[src/rtl/cfg_shadow_bank.sv]
// Shadow/active configuration register bank. Writes land in shadow registers;
// a commit write copies shadow->active one register per cycle while back-pressuring.

module cfg_shadow_slot #(
   parameter logic [7:0] RESET_VAL = 8'h00
) (
   input  logic       clk,
   input  logic       reset,
   input  logic       shadow_we,
   input  logic       copy_en,
   input  logic [7:0] dat,
   output logic [7:0] active
);

   logic [7:0] shadow;

   always_ff @(posedge clk) begin
      if (!reset) begin
         shadow <= RESET_VAL;
         active <= RESET_VAL;
      end else begin
         if (shadow_we) shadow <= dat;
         if (copy_en)   active <= shadow;
      end
   end

endmodule

module cfg_shadow_bank #(
   parameter int         NREGS       = 8,
   parameter logic [7:0] COMMIT_ADDR = 8'hFF,
   parameter logic [7:0] RESET_VAL   = 8'h00,
   parameter int         ERRW        = 8
) (
   input  logic                  clk,
   input  logic                  reset,
   input  logic                  cfg_we,
   input  logic [7:0]            cfg_addr,
   input  logic [7:0]            cfg_dat,
   output logic                  cfg_busy,
   output logic [8*NREGS-1:0]    active_regs,
   output logic                  commit_done,
   output logic [ERRW-1:0]       err_cnt
);

   localparam int         IDXW     = (NREGS > 1) ? $clog2(NREGS) : 1;
   localparam logic [IDXW-1:0] IDX_LAST = IDXW'(NREGS - 1);
   localparam logic [7:0] NREGS8   = 8'(NREGS);

   typedef struct packed {
      logic       we;
      logic [7:0] addr;
      logic [7:0] dat;
   } cfg_req_t;

   typedef enum logic [1:0] {IDLE, COPY, DONE} state_t;

   cfg_req_t        req;
   state_t          state, state_nxt;
   logic [IDXW-1:0] idx, idx_nxt;
   logic            in_range, is_commit;
   logic            take_wr, take_commit, drop;

   assign req = '{we: cfg_we, addr: cfg_addr, dat: cfg_dat};

   // Address 0 is deliberately unmapped so that a zeroed bus never writes a register.
   assign in_range    = (req.addr != 8'd0) && (req.addr <= NREGS8);
   assign is_commit   = (req.addr == COMMIT_ADDR);
   assign take_wr     = req.we && (state == IDLE) && in_range;
   assign take_commit = req.we && (state == IDLE) && is_commit;
   assign drop        = req.we && !(take_wr || take_commit);

   always_comb begin
      state_nxt = state;
      idx_nxt   = idx;
      case (state)
         IDLE: begin
            if (take_commit) begin
               state_nxt = COPY;
               idx_nxt   = '0;
            end
         end
         COPY: begin
            if (idx == IDX_LAST) state_nxt = DONE;
            else                 idx_nxt   = idx + IDXW'(1);
         end
         DONE:    state_nxt = IDLE;
         default: state_nxt = IDLE;
      endcase
   end

   // Status outputs are registered from the next state so they align with it exactly.
   always_ff @(posedge clk) begin
      if (!reset) begin
         state       <= IDLE;
         idx         <= '0;
         cfg_busy    <= 1'b0;
         commit_done <= 1'b0;
      end else begin
         state       <= state_nxt;
         idx         <= idx_nxt;
         cfg_busy    <= (state_nxt != IDLE);
         commit_done <= (state_nxt == DONE);
      end
   end

   always_ff @(posedge clk) begin
      if (!reset) begin
         err_cnt <= '0;
      end else if (drop && (err_cnt != '1)) begin
         err_cnt <= err_cnt + ERRW'(1);
      end
   end

   genvar i;
   generate
      for (i = 0; i < NREGS; i++) begin : g_slot
         cfg_shadow_slot #(
            .RESET_VAL (RESET_VAL)
         ) u_slot (
            .clk       (clk),
            .reset     (reset),
            .shadow_we (take_wr && (req.addr == 8'(i + 1))),
            .copy_en   ((state == COPY) && (idx == IDXW'(i))),
            .dat       (req.dat),
            .active    (active_regs[8*i +: 8])
         );
      end
   endgenerate

endmodule

[config.mk]
export PLATFORM = sky130hd
export DESIGN_NAME = cfg_shadow_bank
export DESIGN_NICKNAME = d
export VERILOG_FILES = /design/src/rtl/cfg_shadow_bank.sv
export SDC_FILE = /design/constraint.sdc
export NUM_CORES = 1
export LEC_CHECK = 0
export BUFFER_PORTS_ARGS = -buffer_cell sky130_fd_sc_hd__buf_2
export CAP_MARGIN = 0
export CORE_MARGIN = 10
export CORE_UTILIZATION = 45
export CTS_CLUSTER_SIZE = 8
export DETAILED_ROUTE_END_ITERATION = 10
export PLACE_DENSITY = 0.72
export REMOVE_ABC_BUFFERS = 1
export SYNTH_ARGS = -nofsm -noshare
export SYNTH_HDL_FRONTEND = slang
export SYNTH_SLANG_ARGS = --single-unit
export TNS_END_PERCENT = 50
[constraint.sdc]
create_clock -name clk -period 2.03 [get_ports clk]
set_clock_uncertainty 0.05 [all_clocks]
set_input_delay 0.203 -clock clk [delete_from_list [all_inputs] [get_ports clk]]
set_output_delay 0.203 -clock clk [all_outputs]
set_load 0.02 [all_outputs]
==> metrics <==
number of hold buffers added after CTS 0; multiplexer area fraction after synthesis 16.0%; CP peak stage delay 470 ps; port buffer count 92; worst hold-check path type in2reg; Pre-antenna DRT Iters 4; Post-Layout Cell Count 837; most common cell in the netlist dfxtp_1; total grt overflow 0; Cell Pwr Density 856 nW/um^2; Diodes inserted 0; CP delay by family, top simple AND/OR/NAND/NOR gates; vias in the first global route 4097; layout cells sized above 1 22.0%; site row count 41; crit path max-delay cell type or3b_4; # DRC 0; outcome complete, no violations; DR iter-0 viols 212; syn_area_per_cell 10.1 sq um; cts bufs inserted 17; GPL Wtd Cong 0.786; Synth Area in Simple Gates 23.3%; Seq cells post-synth 143; placed cells 804; WL/cell 15.5 microns; DR vias/cell 4.88; final worst slack 184 ps; fraction of registers with async set or reset after synthesis 0%; Leakage 3.17 nW; fin crit share 90.9%; reg2reg path depth 5; antenna viol nets, final 0; worst-skew pair later-pin latency 410 ps; slew of the pin with the lowest slew margin 570 ps; largest cells by area after synthesis dfxtp_1, mux2i_1, nor2b_1; Hold Path Depth 3; clk buf depth 2; post-synthesis sequential area ratio 49.6%; CTS root buf clkbuf_16; # IOs 93; Startpoint Class flop; Post-synth top flop dfxtp_1; CP arrival 2100 ps; CP Data Required Time 2290 ps; Crit path depth 5; initial antenna violation count 0; Post-Synth Adder-Cell Area 1.52%; Starting Density 45.9%; Max-cap violations 0; Crit. End Element flop; maximum number of pins on one net before global-route repair 149; Yosys cell types 38; htree depth 4; Place WS 13.5 ps; Sink Count 143; Post-Syn Area 5770 sq um; max_slew headroom 62.0%; RSZ-0062 raised after global routing no; DP HPWL 8970 microns; crit-path cells or3b_4, o41ai_4, nor2_1, and3_1, o211a_1; final WL 13000 microns; min cycle time layout 1850 ps; post-synthesis compound-gate area fraction 6.51%; critical-path maximum fanout 6; Setup Viol. Count Final 0; CTS tree yes; Area Overhead vs Synth 20.7%; fin. max-slew vios 0; GRT Total Usage 14.7%; # nets final 678; core outline area 12600 sq um; Worst Path Class, Setup reg2reg; Worst-path clk slew 60 ps; synth cell count leaders dfxtp_1, nor2b_1, mux2i_1; Synth area leader dfxtp_1; crit path buf inv count 0; Die Ht 133 microns; Final Hold Fails 0; XOR/XNOR Fraction of Synth Area 0.152%; routed via count 4083; Yosys top cell area share 49.6%; Synth Instances 572; Max IR drop VDD 0.000531 V; largest family of logic cells by synthesized area simple AND/OR/NAND/NOR gates; YS warnings 0; Die ar. 17800 sq um; global-route wire length before repair 21100 microns; Max Clk Rate 542 MHz; number of synthesized flops with an enable pin 0; Die Wd 133 microns
tightest hold or removal path, stage by stage:
cell and delay, ps:
buf_2 180, mux2i_1 140, nor2b_1 50
power breakdown:
group | leakage [nW] | total, mW | internal, mW | switching (mW)
registers | 1.15 | 2.82 | 2.81 | 0.00764
logic | 1.74 | 0.190 | 0.0753 | 0.115
clock network | 0.278 | 2.95 | 1.80 | 1.14
cell families (layout without fill, tap and decap cells):
kind of cell,count (synthesis),in the layout
buf+inv,43,136
mux,92,92
simple gates,237,237
flops,143,143
xor+xnor,1,1
fa+ha+maj,7,7
compound gates,49,49
through the flow:
step / util, % / total power [mW] / setup TNS, ps / hold slack, ps / cell area, sq um
finish: 55.4 / 5.96 / 0 / 162 / 6960
global route: 55.4 / 6.16 / 0 / 154 / 6960
CTS: 55.1 / 6.00 / 0 / 148 / 6930
detailed placement: 50.6 / 3.07 / 0 / 404 / 6350
global placement: 50.6 / 3.06 / 0 / 397 / 6350
floorplan: - / 2.96 / -4510 / 271 / 5620
area by class of cell:
type	instances	area, sq um
repair buffers	99	526
inverters	5	18.8
fillers	1088	5610
well taps	172	215
clock inverters	10	86.3
multi-input cells	386	2770
clock buffers	22	484
flip-flops and latches	143	2860
path summary, 6_finish.rpt:
| kind | startpoint | slack, ps | end |
|---|---|---|---|
| worst min register to register | g_slot[6].u_slot.active[3] | 410 | g_slot[6].u_slot.active[3] |
| worst max register to register | state[0] | 180 | err_cnt[6] |
| worst min-delay path | cfg_dat[0] | 160 | g_slot[1].u_slot.shadow[0] |
| worst max-delay path | state[0] | 180 | err_cnt[6] |
per-layer routing:
layer	GRT usage (%)	vias to the layer above	wire, microns
li1	-	2076	-
met1	17.2	1907	5710
met2	24.5	84	6380
met3	4.59	16	650
met4	5.86	0	224
met5	0	-	0
cells in the final DEF (no fill, tap or decap), types with 2 or more instances in the layout:
cell type   netlist  final
clkbuf_16         0     17
clkbuf_8          0      4
and4_1            2      2
buf_4             0      6
nand2_2           4      4
a22oi_1           2      2
mux2i_1          92     92
nor4_1            2      2
nand4_1           4      4
nor2_1            4      4
ha_1              7      7
dfxtp_1         143    143
nand4b_1          2      2
nand3_1          20     20
and3_1           12     12
nand2_1          74     74
nand3_4           1      2
clkinvlp_4        0      3
clkinv_2          0      5
nand2b_1          4      4
nor4_4            2      3
a21boi_0         40     40
and2_1            2      2
buf_2             0     92
nor2b_1          96     95
inv_1             5      5
state kept, by name, indices dropped and copies added, names as in the netlist:
| register | flops |
|---|---|
| err_cnt | 8 |
| state | 2 |
| commit_done | 1 |
| g_slot.u_slot.active | 64 |
| cfg_busy | 1 |
| g_slot.u_slot.shadow | 64 |
| idx | 3 |
what timing repair did:
action	in CTS	in global routing
resized for setup	0	4
endpoints found under the setup margin	0	22
setup buffers	0	1
Power figures use the tool's default switching activity.
